**src/rtl/ctrl_pkg.sv**
```systemverilog
// Shared opcode values, state encoding and default sizes for the control sequencer.
package ctrl_pkg;

    localparam int unsigned OPW_DEF      = 3;
    localparam int unsigned WAIT_MAX_DEF = 15;

    localparam int unsigned OP_NOP   = 0;
    localparam int unsigned OP_LOAD  = 1;
    localparam int unsigned OP_STORE = 2;
    localparam int unsigned OP_ADD   = 3;
    localparam int unsigned OP_CLRA  = 4;
    localparam int unsigned OP_HALT  = 7;

    typedef enum logic [2:0] {
        S_IDLE    = 3'd0,
        S_FETCH_A = 3'd1,
        S_FETCH_M = 3'd2,
        S_DECODE  = 3'd3,
        S_EXEC_A  = 3'd4,
        S_EXEC_M  = 3'd5,
        S_WB      = 3'd6,
        S_HALT    = 3'd7
    } state_e;

endpackage

```
**src/rtl/mem_wait_cnt.sv**
```systemverilog
// Saturating count of cycles a memory access has waited for mem_rdy.
module mem_wait_cnt #(
    parameter int unsigned WAIT_MAX = 15
) (
    input  logic clk,
    input  logic clr,
    input  logic clear,
    input  logic enable,
    output logic expired
);

    localparam int unsigned CW = (WAIT_MAX > 0) ? $clog2(WAIT_MAX + 1) : 1;
    localparam logic [CW-1:0] CMAX = CW'(WAIT_MAX);

    logic [CW-1:0] cnt_q;

    // Holds at CMAX instead of wrapping so expired stays asserted.
    always_ff @(posedge clk or negedge clr) begin
        if (!clr) begin
            cnt_q <= '0;
        end else if (clear) begin
            cnt_q <= '0;
        end else if (enable && (cnt_q != CMAX)) begin
            cnt_q <= cnt_q + CW'(1);
        end
    end

    assign expired = (cnt_q == CMAX);

endmodule

```
**src/rtl/ctrl_seq.sv**
```systemverilog
// Multi-cycle fetch/decode/execute sequencer driving the datapath register
// load and clear lines, with a memory-ready handshake and timeout to HALT.
module ctrl_seq
    import ctrl_pkg::*;
#(
    parameter int unsigned OPW      = OPW_DEF,
    parameter int unsigned WAIT_MAX = WAIT_MAX_DEF
) (
    input  logic           clk,
    input  logic           clr,
    input  logic           start,
    input  logic [OPW-1:0] opcode,
    input  logic           mem_rdy,
    output logic           ld_pc,
    output logic           ld_mar,
    output logic           mar_sel,
    output logic           ld_ir,
    output logic           ld_mdr,
    output logic           ld_acc,
    output logic           alu_add,
    output logic           acc_clr,
    output logic           mem_rd,
    output logic           mem_wr,
    output logic           busy,
    output logic           halted,
    output logic           err
);

    state_e         state_q;
    state_e         state_d;
    logic [OPW-1:0] op_q;
    logic           err_q;
    logic           in_mem;
    logic           expired;
    logic           timeout;
    logic           dec_exec;
    logic           op_q_store;

    assign in_mem     = (state_q == S_FETCH_M) || (state_q == S_EXEC_M);
    assign timeout    = in_mem && !mem_rdy && expired;
    assign dec_exec   = (opcode == OPW'(OP_LOAD)) || (opcode == OPW'(OP_STORE))
                      || (opcode == OPW'(OP_ADD));
    assign op_q_store = (op_q == OPW'(OP_STORE));

    // Counter restarts from zero whenever a memory state is entered.
    mem_wait_cnt #(
        .WAIT_MAX (WAIT_MAX)
    ) u_wait (
        .clk     (clk),
        .clr     (clr),
        .clear   (!in_mem),
        .enable  (in_mem && !mem_rdy),
        .expired (expired)
    );

    always_ff @(posedge clk or negedge clr) begin
        if (!clr) begin
            state_q <= S_IDLE;
            op_q    <= '0;
            err_q   <= 1'b0;
        end else begin
            state_q <= state_d;
            if (state_q == S_DECODE) begin
                op_q <= opcode;
            end
            if (timeout) begin
                err_q <= 1'b1;
            end
        end
    end

    assign err = err_q;

    // Next state and Mealy control outputs.
    always_comb begin
        state_d = state_q;
        ld_pc   = 1'b0;
        ld_mar  = 1'b0;
        mar_sel = 1'b0;
        ld_ir   = 1'b0;
        ld_mdr  = 1'b0;
        ld_acc  = 1'b0;
        alu_add = 1'b0;
        acc_clr = 1'b1;
        mem_rd  = 1'b0;
        mem_wr  = 1'b0;
        busy    = (state_q != S_IDLE) && (state_q != S_HALT);
        halted  = (state_q == S_HALT);

        case (state_q)
            S_IDLE: begin
                if (start) begin
                    state_d = S_FETCH_A;
                end
            end
            S_FETCH_A: begin
                ld_mar  = 1'b1;
                state_d = S_FETCH_M;
            end
            S_FETCH_M: begin
                mem_rd = 1'b1;
                if (mem_rdy) begin
                    ld_ir   = 1'b1;
                    ld_pc   = 1'b1;
                    state_d = S_DECODE;
                end else if (expired) begin
                    state_d = S_HALT;
                end
            end
            S_DECODE: begin
                if (dec_exec) begin
                    state_d = S_EXEC_A;
                end else if (opcode == OPW'(OP_HALT)) begin
                    state_d = S_HALT;
                end else begin
                    acc_clr = (opcode != OPW'(OP_CLRA));
                    state_d = S_FETCH_A;
                end
            end
            S_EXEC_A: begin
                ld_mar  = 1'b1;
                mar_sel = 1'b1;
                state_d = S_EXEC_M;
            end
            S_EXEC_M: begin
                mem_wr = op_q_store;
                mem_rd = !op_q_store;
                if (mem_rdy) begin
                    ld_mdr  = !op_q_store;
                    state_d = op_q_store ? S_FETCH_A : S_WB;
                end else if (expired) begin
                    state_d = S_HALT;
                end
            end
            S_WB: begin
                ld_acc  = 1'b1;
                alu_add = (op_q == OPW'(OP_ADD));
                state_d = S_FETCH_A;
            end
            S_HALT: begin
                if (start) begin
                    state_d = S_FETCH_A;
                end
            end
            default: begin
                state_d = S_IDLE;
            end
        endcase
    end

endmodule

```
**config.mk**
```make
export PLATFORM = sky130hd
export DESIGN_NAME = ctrl_seq
export DESIGN_NICKNAME = d
export VERILOG_FILES = /design/src/rtl/ctrl_pkg.sv /design/src/rtl/mem_wait_cnt.sv /design/src/rtl/ctrl_seq.sv
export SDC_FILE = /design/constraint.sdc
export NUM_CORES = 1
export LEC_CHECK = 0
export BUFFER_PORTS_ARGS = -buffer_cell sky130_fd_sc_hd__buf_2
export CAP_MARGIN = 40
export CORE_MARGIN = 2
export CORE_UTILIZATION = 45
export CTS_CLUSTER_SIZE = 16
export DETAILED_ROUTE_END_ITERATION = 12
export PLACE_DENSITY = 0.71
export SYNTH_ARGS = -nofsm -noshare
export SYNTH_HDL_FRONTEND = slang
export SYNTH_SLANG_ARGS = --single-unit
export TNS_END_PERCENT = 20
```
**constraint.sdc**
```tcl
create_clock -name clk -period 3.7 [get_ports clk]
set_clock_uncertainty 0.1 [all_clocks]
set_input_delay 0.37 -clock clk [delete_from_list [all_inputs] [get_ports clk]]
set_output_delay 0.37 -clock clk [all_outputs]
set_load 0.05 [all_outputs]
```
Yosys cells after proc, flatten, opt, wreduce, memory -nomap -nowiden

Cells that the tools add are included.

Bitwise logic cells: 0
Div/mod/pow operators: 0
$lt $le $gt $ge: 0
Shifts and indexed selects: 0
Add/subtract/negate cells: 1
Mux-type cells: 23
Multiply operators: 0
Reduce and logical (&&, ||, !) cells: 13
Equality and inequality tests: 19

Operators with widths:

| cell                  | number |
|---|---|
| $mux W3               | 7 |
| $pmux W3 S7           | 1 |
| $eq A3 B2 Y1 const B  | 6 |
| $eq A3 B3 Y1 const B  | 5 |
| $mux W1               | 12 |
| $mux W4               | 2 |
| $eq A3 B1 Y1 const B  | 2 |
| $ne A3 B3 Y1 const B  | 2 |
| $add A4 B1 Y4 const B | 1 |
| $eq A4 B4 Y1 const B  | 1 |
| $logic_and A1 B1 Y1   | 4 |
| $ne A2 B1 Y1 const B  | 2 |
| $ne A4 B4 Y1 const B  | 1 |
| $reduce_or A2 Y1      | 2 |
| $logic_not A3 Y1      | 1 |
| $logic_or A1 B1 Y1    | 3 |
| $reduce_bool A3 Y1    | 1 |
| $logic_not A1 Y1      | 2 |
| $pmux W1 S2           | 1 |

Memories kept: 0
Memory bits (writable): 0
Memory bits (read-only): 0
Output and inout port bits: 13
Bits in latches: 0
Logic and storage cells: 60
Register bits: 11
Input port bits: 7

Depth between registers and ports, before layout

Word-level depth: 6
Depth in mapped cells: 4
Mapped depth without buffers: 4

Cells and area by module

A second synthesis with hierarchy kept.

Cells, all modules: 80
Area total of the unflattened synthesis: 774.5 sq um

By module, submodules not included:

| module       | cells an instance | area an instance (sq um) | times used | sequential area each (sq um) |
|---|---|---|---|---|
| ctrl_seq     | 60                | 545.5                    | 1          | 175.2 |
| mem_wait_cnt | 20                | 229.0                    | 1          | 100.1 |

Worst setup path after synthesis

OpenSTA, ideal clock, no wires.

Path type: reg-to-output
From: register state_q[2]
To: output alu_add
Path slack: 1240 ps
Buffers on the path: 1
Stages on the path, launching flop included: 5
Required time: 3230 ps
Arrival time: 1990 ps
Cell sequence: dfrtp_1 -> buf_2 -> inv_1 -> nor3_2 -> and4b_1

Word-level cells in the longest chain between the ends: 2

Ends and longest elaborated chain:

| item                     | RTL line       | text |
|---|---|---|
| start: declaration       | ctrl_seq.sv:29 | `state_e state_q;` |
| start signal: assignment | ctrl_seq.sv:62 | `state_q <= state_d;` |
| $eq A3 B3 Y1             | ctrl_seq.sv:90 | `case (state_q)` |
| $mux W1                  | ctrl_seq.sv:90 |  |
| end: declaration         | ctrl_seq.sv:20 | `output logic alu_add,` |

Every way passes these cells.

Final worst setup path

Same ends and word-level chain as after synthesis.

==> flow_summary_export.csv <==
group,metric,value,unit
floorplanning,die_w,44.5,um
finish,drive_gt1_share,28.0,%
route,firstDrtPassIters,4,
power_and_ir_drop,p_leak,0.421,nW
critical_path,endpoint_kind,"output pin",
power_and_ir_drop,p_int,0.333,mW
logic_synthesis,syn_avg_cell_area,9.24,sq um
logic_synthesis,async_flop_share,100,%
clocking,ctsRootBufferMaster,"clkbuf_4",
critical_path,arrival,1760,ps
logic_synthesis,ys_ff_latch,11,
sta,fin_crit_sh,60.2,%
power_and_ir_drop,swShare,51.2,%
logic_synthesis,synth_top_area_cell,"dfrtp_1",
global_route,grt_pass1_wl,2.73,mm
logic_synthesis,synthDistinctLibCells,37,
power_and_ir_drop,combinationalPowerShare,54.5,%
critical_path,start_kind,"flop",
sta,max_freq,449,MHz
sta,setup_tns,0,ps
power_and_ir_drop,seqPwrFrac,32.6,%
route,avgRoutedWirePerCell,13.3,um
route,vias,681,
clocking,cts_resized,0,
clocking,clock_path_buffers,2,
hold_path,min_path_type,"in2reg",
critical_path,worst_path_largest_cell_delay,650,ps
logic_synthesis,synth-edff-count,0,
power_and_ir_drop,netSwitchingPower,0.350,mW
route,first_iter_violations,16,
floorplanning,die_h,44.5,um
global_route,grt_pass1_vias,593,
power_and_ir_drop,ir_worst_vdd,0.401,mV
placement,dpl.hpwl,1.14,mm
global_route,grt_util_all_layers,19.1,%
critical_path,worstSetupPathType,"reg2out",
clocking,htreeDepth,1,
floorplanning,initial_core_util,48.5,%
route,viasPerCell,5.87,
power_and_ir_drop,clock_power_share,12.9,%
clocking,clkTransAtPathRegs,80,ps
logic_synthesis,synth_warnings,0,
logic_synthesis,syn_inst,80,
floorplanning,num_io_pins,20,
clocking,clkLatencyLatePin,290,ps
power_and_ir_drop,powerDensity,786,nW/um^2
floorplanning,core_area,1520,sq um
power_and_ir_drop,finalPower,0.684,mW
placement,io_buffers,19,
sta,finalMaxSlewViolations,0,
sta,timing_hold_violations_final,0,
placement,globalplace.congestion,0.792,
clocking,cts_tree,"yes",
route,drc,0,
logic_synthesis,synth.cell_area,739,sq um
sta,holdWs,250,ps
route,totalWireLength,1.54,mm
logic_synthesis,ys_seq_area_share,37.2,%
floorplanning,fp.dieArea,1980,sq um
sta,period_minus_slack,2230,ps
sta,rsz0062_at_grt,"no",
global_route,grt_remaining_overflow,0,
run_status,outcome,"completed",
global_route,antenna_found_initial,0,
route,ant_nets,0,
critical_path,path_max_fanout,15,
sta,setup_viol,0,
logic_synthesis,yosys-top-cells-area,"dfrtp_1 (37%), nor2_1 (6.6%), mux2_1 (4.6%)",
finish,final_cell_area,870,sq um
sta,tightest_slew,483,ps
job,cap_violations,0,
global_route,grt_max_degree,16,
finish,nets,109,
finish,syn2layout_area_growth,17.6,%
clocking,cts-buffers-inserted,3,
finish,diodes,0,
logic_synthesis,synthFlopType,"dfrtp_1",
logic_synthesis,synth_fp_nets,88,
floorplanning,rows,14,
critical_path,critPathSlowestCell,"dfrtp_1",
placement,dpl-instance-area,832,sq um
critical_path,reg2reg_slack,2020,ps
critical_path,crit_required,3230,ps
sta,timing.slew.headroom,67.6,%
critical_path,worstPathCellList,"inv_1 > nor3_2 > and4b_1 > buf_2",
clocking,clkSinkCount,11,
logic_synthesis,yosysTopAreaCellShare,37.2,%
==> cell type report <==
type	instances	area, sq um
Tap cell	16	20.0
Clock inverter	1	5.00
Clock buffer	3	22.5
Multi-Input combinational cell	61	427
Sequential cell	11	275
Fill cell	131	654
Timing Repair Buffer	20	105
Inverter	4	15.0
==> path summary, 6_finish.rpt <==
path / from / endpoint / depth (start not counted)
setup / recovery: state_q[2]$_DFFE_PN0P_ / alu_add / 4
hold / removal: mem_rdy / err$_DFFE_PN0P_ / 2
setup reg to reg: state_q[0]$_DFFE_PN0P_ / state_q[2]$_DFFE_PN0P_ / 3
hold reg to reg: err$_DFFE_PN0P_ / err$_DFFE_PN0P_ / 2
max in group asynchronous: clr / op_q[0]$_DFFE_PN0N_ / 2
min in group asynchronous: clr / op_q[2]$_DFFE_PN0N_ / 2
==> placed cells by master (no fill, tap or decap), drive strengths merged <==
cell and n:
nand2b 2, mux2i 2, o21ai 2, a21boi 2, nor3 3, o31a 1
buf 19, xnor2 2, nor3b 1, a221o 2, mux2 4, or3b 2
nand3b 1, a32oi 1, and3 1, and2 1, dlygate4sd3 1, o21a 1
o221ai 1, ha 1, dfrtp 11, nor2b 1, and3b 1, a21o 1
inv 4, a311oi 2, nand3 2, a21oi 1, nand4 1, clkbuf 3
and4b 1, o32ai 1, clkinv 1, a31oi 1, o31ai 2, nand2 4
nor2 13
==> sequential cells by signal (all words and copies together) (netlist names) <==
name,flops
u_wait.cnt_q,4
state_q,3
err,1
op_q,3
==> per-stage QoR <==
step	setup slack, ps	utilization, %	std cells
finish	1470	57.1	116
global route	1350	57.1	116
CTS	1500	57.1	116
detailed placement	1830	54.6	111
global placement	1850	54.6	111
floorplan	1240	-	80
==> logic make-up (layout without fill, tap and decap cells) <==
| group | count (synthesis) | count (layout) | share of synthesized area (%) |
|---|---|---|---|
| compound gates | 18 | 18 | 18.8 |
| xor+xnor | 2 | 2 | 2.37 |
| fa+ha+maj | 1 | 1 | 1.69 |
| buf+inv | 8 | 28 | 5.08 |
| flops | 11 | 11 | 37.2 |
| mux | 6 | 6 | 8.80 |
| simple gates | 34 | 34 | 26.1 |
==> synthesized netlist by cell type, types with 2 or more instances <==
master	n
a21boi_0	2
a221o_1	2
a311oi_1	2
buf_2	3
dfrtp_1	11
inv_1	4
mux2_1	3
mux2i_1	2
nand2_1	4
nand2b_1	2
nand3_1	2
nor2_1	13
nor3_1	2
o21ai_0	2
o31ai_1	2
or3b_4	2
xnor2_1	2
==> critical path, delay by kind of cell, from the launching register on <==
kind	cells	cell delay [ps]
buf+inv	2	450
flops	1	650
simple gates	2	370
==> layer usage <==
layer  routed length [um]  track usage (%)  up-vias
li1                     -                -      335
met1                  745             26.9      318
met2                  664             27.0       23
met3                   85             3.67        5
met4                   42             10.9        0
met5                    0                0        -
==> repair_timing <==
action | 4_1_cts | 5_1_grt
hold buffers | 1 | 0
endpoints found under the hold margin | 11 | 0
setup buffers | 0 | 0
==> power by group through the flow <==
stage / clock network, mW / logic, mW / registers (mW)
after CTS: 0.0898 / 0.374 / 0.221
after detailed placement: 0 / 0.373 / 0.223
final: 0.0878 / 0.373 / 0.223
after global routing: 0.0943 / 0.403 / 0.233
after global placement: 0 / 0.373 / 0.221
after floorplan: 0 / 0.310 / 0.180
Note: power is estimated with default switching activity, not from simulation.
